==> src/rtl/fmul_seq.sv <==
// fmul_seq: sequential IEEE-754 multiplier for binary32 / binary16 operands
// with selectable rounding (RNE or truncate) and exception flags.
// The mantissa product is built by a shift-add loop that consumes STEP
// multiplier bits per cycle. One operation is in flight at a time.
//
// Ports:
//   clk, rst             clock, synchronous active-high reset
//   in_valid / in_ready  operand handshake (in_ready only in IDLE, rst=0)
//   op_a, op_b           operands (half mode uses bits [15:0])
//   mode_fp              1 = single, 0 = half
//   round_mode           0 = round-to-nearest-even, 1 = truncate
//   out_valid/out_ready  result handshake
//   re                   result (upper half zero in half mode)
//   flags                {invalid, overflow, underflow, inexact}
module fmul_seq #(
  parameter int STEP = 1
) (
  input  logic        clk,
  input  logic        rst,
  input  logic        in_valid,
  output logic        in_ready,
  input  logic [31:0] op_a,
  input  logic [31:0] op_b,
  input  logic        mode_fp,
  input  logic        round_mode,
  output logic        out_valid,
  input  logic        out_ready,
  output logic [31:0] re,
  output logic [3:0]  flags
);
  localparam int N_SP = (24 + STEP - 1) / STEP;
  localparam int N_HP = (11 + STEP - 1) / STEP;
  localparam logic [4:0] CNT_SP = 5'(N_SP - 1);
  localparam logic [4:0] CNT_HP = 5'(N_HP - 1);

  typedef enum logic [1:0] {IDLE, MUL, NORM, DONE} state_t;
  state_t state;

  logic        sign_reg, mode_reg, rnd_reg;
  logic [7:0]  ea_reg, eb_reg;
  logic [23:0] mb_reg;
  logic [47:0] mcand_reg, acc_reg;
  logic [4:0]  cnt_reg;

  assign in_ready = (state == IDLE) && !rst;

  // Unpack both formats into a common layout: 8-bit exponent, 23-bit
  // fraction field (half fractions left-justified so the quiet bit is [22]).
  logic [7:0]  ea_in, eb_in, emax_in;
  logic [22:0] fa_in, fb_in;
  logic        sign_in;
  logic [23:0] ma_in, mb_in;
  always_comb begin
    if (mode_fp) begin
      ea_in   = op_a[30:23];
      eb_in   = op_b[30:23];
      fa_in   = op_a[22:0];
      fb_in   = op_b[22:0];
      emax_in = 8'hFF;
      sign_in = op_a[31] ^ op_b[31];
      ma_in   = {1'b1, fa_in};
      mb_in   = {1'b1, fb_in};
    end else begin
      ea_in   = {3'b000, op_a[14:10]};
      eb_in   = {3'b000, op_b[14:10]};
      fa_in   = {op_a[9:0], 13'd0};
      fb_in   = {op_b[9:0], 13'd0};
      emax_in = 8'h1F;
      sign_in = op_a[15] ^ op_b[15];
      ma_in   = {13'd0, 1'b1, op_a[9:0]};
      mb_in   = {13'd0, 1'b1, op_b[9:0]};
    end
  end

  // Denormal inputs are treated as zero.
  logic a_zero, b_zero, a_inf, b_inf, a_nan, b_nan, a_snan, b_snan;
  assign a_zero = (ea_in == 8'd0);
  assign b_zero = (eb_in == 8'd0);
  assign a_inf  = (ea_in == emax_in) && (fa_in == 23'd0);
  assign b_inf  = (eb_in == emax_in) && (fb_in == 23'd0);
  assign a_nan  = (ea_in == emax_in) && (fa_in != 23'd0);
  assign b_nan  = (eb_in == emax_in) && (fb_in != 23'd0);
  assign a_snan = a_nan && !fa_in[22];
  assign b_snan = b_nan && !fb_in[22];

  logic        spec_hit;
  logic [31:0] spec_re;
  logic [3:0]  spec_fl;
  always_comb begin
    spec_hit = 1'b1;
    spec_re  = '0;
    spec_fl  = '0;
    if (a_nan || b_nan || (a_zero && b_inf) || (a_inf && b_zero)) begin
      spec_re = mode_fp ? 32'h7FC0_0000 : 32'h0000_7E00;
      spec_fl = {(a_zero && b_inf) || (a_inf && b_zero) || a_snan || b_snan, 3'b000};
    end else if (a_inf || b_inf) begin
      spec_re = mode_fp ? {sign_in, 8'hFF, 23'd0} : {16'd0, sign_in, 5'h1F, 10'd0};
    end else if (a_zero || b_zero) begin
      spec_re = mode_fp ? {sign_in, 31'd0} : {16'd0, sign_in, 15'd0};
    end else begin
      spec_hit = 1'b0;
    end
  end

  // STEP partial products per MUL cycle: multiplicand shifted by bit position
  // within the current multiplier chunk.
  logic [47:0] pp [STEP];
  for (genvar gi = 0; gi < STEP; gi++) begin : g_pp
    assign pp[gi] = mb_reg[gi] ? (mcand_reg << gi) : 48'd0;
  end

  logic [47:0] pp_sum;
  always_comb begin
    pp_sum = acc_reg;
    for (int j = 0; j < STEP; j++) pp_sum = pp_sum + pp[j];
  end

  // Normalisation and rounding. Half products are first moved up so that
  // both formats share the same bit positions for the leading one.
  logic [47:0] aligned;
  logic [46:0] nm;
  logic        sh, g, r, s, lsb, inc, carry, ovf, unf;
  logic [23:0] sum_s;
  logic [10:0] sum_h;
  logic [9:0]  exp_n, exp_f;
  logic [31:0] norm_re;
  logic [3:0]  norm_fl;
  always_comb begin
    aligned = mode_reg ? acc_reg : (acc_reg << 26);
    sh      = aligned[47];
    nm      = sh ? aligned[46:0] : {aligned[45:0], 1'b0};
    if (mode_reg) begin
      g = nm[23]; r = nm[22]; s = |nm[21:0]; lsb = nm[24];
    end else begin
      g = nm[36]; r = nm[35]; s = |nm[34:0]; lsb = nm[37];
    end
    inc   = !rnd_reg && g && (r || s || lsb);
    sum_s = {1'b0, nm[46:24]} + {23'd0, inc};
    sum_h = {1'b0, nm[46:37]} + {10'd0, inc};
    carry = mode_reg ? sum_s[23] : sum_h[10];
    // 10-bit two's complement exponent; a rounding carry leaves a zero fraction.
    exp_n = {2'b00, ea_reg} + {2'b00, eb_reg} - (mode_reg ? 10'd127 : 10'd15) + {9'd0, sh};
    exp_f = exp_n + {9'd0, carry};
    ovf   = $signed(exp_f) >= (mode_reg ? 10'sd255 : 10'sd31);
    unf   = $signed(exp_f) <= 10'sd0;
    norm_fl = {1'b0, ovf, unf, g || r || s || ovf || unf};
    if (ovf) begin
      if (rnd_reg)
        norm_re = mode_reg ? {sign_reg, 8'hFE, 23'h7FFFFF} : {16'd0, sign_reg, 5'h1E, 10'h3FF};
      else
        norm_re = mode_reg ? {sign_reg, 8'hFF, 23'd0} : {16'd0, sign_reg, 5'h1F, 10'd0};
    end else if (unf) begin
      norm_re = mode_reg ? {sign_reg, 31'd0} : {16'd0, sign_reg, 15'd0};
    end else begin
      norm_re = mode_reg ? {sign_reg, exp_f[7:0], sum_s[22:0]}
                         : {16'd0, sign_reg, exp_f[4:0], sum_h[9:0]};
    end
  end

  always_ff @(posedge clk) begin
    if (rst) begin
      state     <= IDLE;
      out_valid <= 1'b0;
      re        <= '0;
      flags     <= '0;
      sign_reg  <= 1'b0;
      mode_reg  <= 1'b0;
      rnd_reg   <= 1'b0;
      ea_reg    <= '0;
      eb_reg    <= '0;
      mb_reg    <= '0;
      mcand_reg <= '0;
      acc_reg   <= '0;
      cnt_reg   <= '0;
    end else begin
      case (state)
        IDLE: begin
          if (in_valid) begin
            sign_reg  <= sign_in;
            mode_reg  <= mode_fp;
            rnd_reg   <= round_mode;
            ea_reg    <= ea_in;
            eb_reg    <= eb_in;
            mcand_reg <= {24'd0, ma_in};
            mb_reg    <= mb_in;
            acc_reg   <= '0;
            cnt_reg   <= mode_fp ? CNT_SP : CNT_HP;
            if (spec_hit) begin
              re        <= spec_re;
              flags     <= spec_fl;
              out_valid <= 1'b1;
              state     <= DONE;
            end else begin
              state <= MUL;
            end
          end
        end
        MUL: begin
          acc_reg   <= pp_sum;
          mcand_reg <= mcand_reg << STEP;
          mb_reg    <= mb_reg >> STEP;
          cnt_reg   <= cnt_reg - 5'd1;
          if (cnt_reg == 5'd0) state <= NORM;
        end
        NORM: begin
          re        <= norm_re;
          flags     <= norm_fl;
          out_valid <= 1'b1;
          state     <= DONE;
        end
        DONE: begin
          if (out_ready) begin
            out_valid <= 1'b0;
            state     <= IDLE;
          end
        end
        default: state <= IDLE;
      endcase
    end
  end
endmodule

==> config.mk <==
export PLATFORM = sky130hd
export DESIGN_NAME = fmul_seq
export DESIGN_NICKNAME = d
export VERILOG_FILES = /design/src/rtl/fmul_seq.sv
export SDC_FILE = /design/constraint.sdc
export NUM_CORES = 1
export LEC_CHECK = 0
export CAP_MARGIN = 20
export CELL_PAD_IN_SITES_DETAIL_PLACEMENT = 1
export CELL_PAD_IN_SITES_GLOBAL_PLACEMENT = 2
export CORE_UTILIZATION = 36
export DETAILED_ROUTE_END_ITERATION = 10
export MAX_ROUTING_LAYER = met4
export PLACE_DENSITY = 0.9
export SLEW_MARGIN = 20
export SYNTH_ARGS = -nofsm -noshare
export SYNTH_HDL_FRONTEND = slang
export SYNTH_SLANG_ARGS = --single-unit
==> constraint.sdc <==
create_clock -name clk -period 9.3 [get_ports clk]
set_clock_uncertainty 0.1 [all_clocks]
set_input_delay 2.325 -clock clk [delete_from_list [all_inputs] [get_ports clk]]
set_output_delay 2.325 -clock clk [all_outputs]
set_load 0.05 [all_outputs]
# Word level (Yosys, flattened, before mapping)
# Cells that the tools add are included.
# W data, S select, Z words.
word_totals:
  output_inout_bits: 38
  register_bits: 183
  word_cells: 140
  input_bits: 70
op_classes:
  bitwise: 2
  n_addsub: 8
  magnitude_cmp: 2
  reduce_logical: 47
  eq_ne: 9
  n_mux: 59
op_table:
  columns: ["op", "n"]
  rows:
  - ["$mux W32", 14]
  - ["$mux W48", 4]
  - ["$pmux W48 S2", 2]
  - ["$mux W24", 3]
  - ["$pmux W32 S2", 1]
  - ["$add A48 B48 Y48", 1]
  - ["$pmux W24 S2", 1]
  - ["$mux W47", 1]
  - ["$logic_not A23 Y1", 2]
  - ["$mux W23", 2]
  - ["$reduce_bool A23 Y1", 2]
  - ["$reduce_or A35 Y1", 1]
  - ["$mux W8", 4]
  - ["$mux W31", 1]
  - ["$add A23 B1 Y24", 1]
  - ["$reduce_or A22 Y1", 1]
  - ["$add A10 B1 Y10", 2]
  - ["$eq A8 B8 Y1", 2]
  - ["$logic_not A8 Y1", 2]
  - ["$logic_or A1 B1 Y1", 14]
  - ["$mux W1", 12]
  - ["$mux W4", 3]
  - ["$add A10 B1 Y11", 1]
  - ["$logic_and A1 B1 Y1", 11]
  - ["other kinds (24)", 39]

# Depth between registers and ports, before layout
# Gate-level depths: netlist (run 1).
logic_depth:
  ltp_word: 14
  depth_mapped: 33
  depth_no_buf: 30

# Worst setup path before layout (run 1)
# OpenSTA, ideal clock, no wires.
synth_timing:
  path_type: "register -> register"
  start: "reg mode_reg"
  end: "reg re[11]"
  setup_slack_ns: 2.251
  period_less_slack_ns: 7.049
  stages_incl_launch_ff: 31
  arrival_time_ns: 6.834
  setup_ns: 0.114
  cell_sequence: "dfxtp_1 -> buf_6 -> buf_2 -> buf_1 -> clkbuf_1 -> buf_2 -> a21oi_1 -> a22o_1 -> a211oi_1 -> ha_1 -> nand2_1 -> nor4_1 -> nand3b_1 -> nor2_1 -> o21ai_0 -> fa_1 -> inv_1 -> ha_1 -> fa_1 -> a21o_1 -> a221oi_2 -> xnor2_1 -> ha_1 -> or3_1 -> a31oi_1 -> o21ai_0 -> and2_1 -> buf_2 -> nor2_1 -> a21oi_1 -> a2111oi_0"
synth_via:
  elab_chain_cells: 14
  word_cells_on_any_way: 28
synth_lines:
  columns: ["item", "line_no", "rtl"]
  rows:
  - ["from (decl)", "39", "logic sign_reg, mode_reg, rnd_reg;"]
  - ["from (signal assigned)", "180", "mode_reg <= mode_fp;"]
  - ["$mux W48", "129", "aligned = mode_reg ? acc_reg : (acc_reg << 26);"]
  - ["$mux W47", "131", "nm = sh ? aligned[46:0] : {aligned[45:0], 1'b0};"]
  - ["$reduce_or A35 Y1 or $reduce_or A22 Y1 (tied branches)", "135, 133", null]
  - ["$mux W1", "132", "if (mode_reg) begin"]
  - ["$logic_or A1 B1 Y1 (2 in series)", "137", "inc = !rnd_reg && g && (r || s || lsb);"]
  - ["$logic_and A1 B1 Y1", "137", null]
  - ["$add A23 B1 Y24 or $add A10 B1 Y11 (tied branches)", "138, 139", null]
  - ["$mux W1", "140", "carry = mode_reg ? sum_s[23] : sum_h[10];"]
  - ["$add A10 B1 Y10", "143", "exp_f = exp_n + {9'd0, carry};"]
  - ["$le A10 B1 Y1 or $mux W32 (tied branches)", "145, 155", null]
  - ["$mux W32", "152", "end else if (unf) begin"]
  - ["$mux W32 *", "147", "if (ovf) begin"]
  - ["$pmux W32 S2 *", "176", "case (state)"]
  - ["to (signal assigned)", "189", "re <= spec_re;"]
  - ["to (signal assigned)", "206", "re <= norm_re;"]
  - ["to (decl)", "28", "output logic [31:0] re,"]
# Mark *: on every way between the ends. The rest lies on a longest branch, timed or not.
# A chain may end at the register's enable or synchronous reset.

# Worst setup path after layout (run 1)
layout_timing:
  start: "reg acc_reg[47]"
  end: "reg re[21]"
layout_via:
  elab_chain_cells: 14
  word_cells_on_any_way: 23
layout_lines:
  columns: ["item", "line_no", "rtl"]
  rows:
  - ["from (decl)", "42", "logic [47:0] mcand_reg, acc_reg;"]
  - ["from (signal assigned)", "199", "acc_reg <= pp_sum;"]
  - ["$mux W48 *", "129", null]
  - ["$mux W47", "131", null]
  - ["$reduce_or A35 Y1 or $reduce_or A22 Y1 (tied branches)", "135, 133", null]
  - ["$mux W1", "132", null]
  - ["$logic_or A1 B1 Y1 (2 in series)", "137", null]
  - ["$logic_and A1 B1 Y1", "137", null]
  - ["$add A23 B1 Y24 or $add A10 B1 Y11 (tied branches)", "138, 139", null]
  - ["$mux W1", "140", null]
  - ["$add A10 B1 Y10", "143", null]
  - ["$le A10 B1 Y1", "145", "unf = $signed(exp_f) <= 10'sd0;"]
  - ["$mux W32", "152", null]
  - ["$mux W32 *", "147", null]
  - ["$pmux W32 S2 *", "176", null]
# Marks and branches as above.

==> results.md, run 1 <==
* Status: finished, final reports clean
* # rows at 69
* Setup TNS at 0 ns
* Normalized max-slew margin at 0.319
* Clock power share at 0.254
* Clock latency on the worst-skew pair at 0.47 ns
* IO buf count at 107
* Starting Density at 0.366
* Post-CTS Setup Bufs at 0
* Nature of the critical path endpoint: flop
* Antenna violations before repair at 0
* DRC Markers at 0
* Die area at between 30000 and 40000 sq um
* Die Wd at 192 microns
* Max-slew violations at 0
* DR vias at 12300
* CTS H-tree lvls at 4
* Worst hold-check path type: reg2reg
* ANT cells at 0
* Post-DP HPWL at between 30000 and 40000 microns
* Tightest Pin Transition at roughly 1 ns
* Core Area at ~36000 sq um
* Tot Pwr at 3.11 mW
* Antenna Nets Post-Route at 0
* Cell Area, Synth at about 13000 sq um
* Tcrit/Tclk final at 0.858
* Pin count of the biggest net entering global routing at between 80 and 90
* Worst slack, placed at 1.37 ns
* Net Sw Frac at 0.425
* DR pass1 iterations at 7
* Most frequent CP cell: ha_1
* Sequential element share of the synthesized area at 0.281
* Worst path required time at 9.55 ns
* Sw power at between 1 and 1.5 mW
* GP Congestion at around 0.96
* Non-filler cells, final at roughly 2100
* Clk sinks at 183
* RSZ-0062 raised after global routing: false
* Post-synth EDFFs at 0
* Ys flop type: dfxtp_1
* Post-Syn Instances at roughly 1600
* CTS clk-pin slew, worst paths at around 0.07 ns
* Vias in the first global route at between 10000 and 15000
* WP data arrival at 8.23 ns
* Critical path peak fanout at 44
* Overall die height at between 150 and 200 microns
* Global-route congestion overflow total at 0
* Crit path largest cell delay at slightly below 1 ns
* Syn Nets at roughly 1800
* Cell Int Power at between 1.5 and 2 mW
* Clock Tree Buf Depth at 2
* GRT Total Usage at 0.242
* Pwr Density at roughly 210 nW/um^2
* Share of post-route cells with drive strength above 1 at 0.0500
* Final Hold Viols at 0
* Comb pwr share at 0.421
* Setup slack after layout at 1.32 ns
* Num CTS Buffers at 17
* LEAKAGE at roughly 5.8 nW
* Final nets at approximately 1800
* DR iter-0 viols at ~770
* Worst-case vdd ir drop at approximately 0.16 mV
* Finish-stage setup viols at 0
* Tmin final at 7.98 ns
* Cts-stage hold buffer count at 0
* #FFs+latches synth at about 180
* Final cell utilization of the core at 0.421
* Fill count at roughly 4300
* Max cap viols at 0
* Critical Path Start Type: flop
* Synth unique cells at 85
* Crit-path slowest cell: dfxtp_2
* Critical Setup Path Class: reg2reg
* Wire length per cell at 20.2 microns
* Routed vias/inst at ~5.8
* Ys async rst share at 0
* Root buffer cell: clkbuf_16
* Post-Syn Area per Cell at approximately 8.1 sq um
* Area delta synth->final at 14.8%
* Final wirelength at roughly 43000 microns
* CTS tree: yes
* Yosys Warn Count at 0
* Fmax at roughly 130 MHz
* First-pass GRT wire length at 68500 microns
* Boundary Pins at 108
* # placed instances at about 2100
* Sequential fraction of design power at 0.325
* Resize count post-CTS at 0
## synth_stat cells, types with 4 or more instances
library cell	count	share of area
nand4_1	23	0.011
fa_1	6	0.0092
o211ai_1	11	0.0063
nand3b_1	10	0.0058
nor3_1	37	0.014
nand2_1	104	0.030
a21oi_1	96	0.037
and2_1	55	0.026
a222oi_1	10	0.0077
o31ai_1	6	0.0035
xnor2_1	46	0.031
a21o_1	38	0.022
nor2b_1	22	0.011
a221o_1	6	0.0046
clkbuf_1	80	0.023
and4_1	5	0.0034
nand3_1	29	0.011
o31a_1	5	0.0034
and3_1	19	0.0091
a311oi_1	4	0.0027
buf_6	4	0.0035
buf_1	8	0.0023
o21bai_1	13	0.0075
or3_1	7	0.0034
a22o_1	31	0.021
mux2i_1	61	0.047
buf_2	9	0.0035
inv_1	48	0.014
o22ai_1	4	0.0019
mux2_2	7	0.0060
a211oi_1	75	0.043
a22oi_1	54	0.031
a31oi_1	14	0.0067
ha_1	87	0.084
nand2b_1	5	0.0024
or4_1	6	0.0035
a2111oi_0	5	0.0034
o21a_1	7	0.0040
nor4_1	19	0.0091
dfxtp_1	183	0.28
o21ai_1	4	0.0015
nor2_1	205	0.059
o21ai_0	57	0.022
xor2_1	29	0.019
## metal layers
metal  wire length (microns)  part of all wire  global-route usage
met1                   21000              0.49               0.323
met2                   20000              0.46               0.384
met3                    1360             0.032              0.0335
met4                     691             0.016              0.0627
met5                       0                 0                   -
## path summary, 6_finish.rpt
kind,start,end,slack [ns],depth (start not counted)
min,ea_reg[7],ea_reg[7],0.36,2
max reg2reg,acc_reg[47],re[21],1.32,28
max,acc_reg[47],re[21],1.32,28
min reg2reg,ea_reg[7],ea_reg[7],0.36,2
## power by group through the flow
| stage | combinational, mW | sequential, mW | clock, mW |
|---|---|---|---|
| 6_report | 1.31 | 1.01 | 0.791 |
| 5_1_grt | 1.45 | 1.03 | 0.834 |
| 4_1_cts | 1.31 | 1.01 | 0.810 |
| 3_5_place_dp | 1.30 | 1.03 | 0 |
| 3_3_place_gp | 1.27 | 1.02 | 0 |
| 2_1_floorplan | 0.933 | 1.02 | 0 |
## layout by cell type, fill, tap and decap left out, drive strengths merged, types with 11 or more instances in the layout
cell and n:
nand2 104, o21bai 13, clkdlybuf4s50 105, ha 87, nand4 23, buf 12, mux2i 63, o211ai 11
and3 19, a21o 38, xnor2 46, inv 55, nor4 19, a22oi 54, and2 55, clkbuf 19
nor2b 22, dfxtp 183, a21oi 96, nand3 32, a31oi 14, a211oi 76, a22o 31, o21ai 63
nor2 205, nor3 37, xor2 29
## final cells by class
class | instances | area (sq um) | area share
Sequential cell | 183 | 3670 | 0.245
Clock inverter | 12 | 163 | 0.0109
Timing Repair Buffer | 117 | 1140 | 0.0761
Clock buffer | 19 | 453 | 0.0303
Inverter | 49 | 184 | 0.0123
Multi-Input combinational cell | 1281 | 8780 | 0.587
Tap cell | 461 | 577 | 0.0386
## critical path: cells and delay by family (launching register included)
| family | cells | cell delay (ns) |
|---|---|---|
| compound gates | 9 | 2.41 |
| buf+inv | 1 | 0.04 |
| simple gates | 10 | 2.03 |
| fa+ha+maj | 5 | 1.59 |
| flops | 1 | 0.97 |
| xor+xnor | 1 | 0.24 |
| mux | 2 | 0.47 |
## through the flow
stage / hold WS, ns / instance area, sq um
finish: 0.359 / 15000
global route: 0.374 / 15000
CTS: 0.358 / 15000
global placement: 0.339 / 14300
floorplan: 0.332 / 13000
detailed placement: 0.351 / 14300
## cell families (layout without fill, tap and decap cells)
logic type               count (synthesis)  after routing  synth area share
AND/OR/NAND/NOR                        561            561             0.210
AO/OA/AOI/OAI                          481            481             0.261
flip-flops                             183            183             0.281
buffers and inverters                  152            197            0.0475
adder cells (fa/ha/maj)                 93             93            0.0927
XOR/XNOR                                75             75            0.0504
multiplexers                            71             71            0.0581
No activity file was read; power rests on OpenSTA's default activity.
==> run 2, diff against run 1 <==
--- a/config.mk
+++ b/config.mk
@@ -5,6 +5,7 @@
 export SDC_FILE = /design/constraint.sdc
 export NUM_CORES = 1
 export LEC_CHECK = 0
+export ABC_CLOCK_PERIOD_IN_PS = 9300
 export CAP_MARGIN = 20
 export CELL_PAD_IN_SITES_DETAIL_PLACEMENT = 1
 export CELL_PAD_IN_SITES_GLOBAL_PLACEMENT = 2
==> results of run 2 <==
The final DEF is identical to that of run 1; final timing and power are the same.
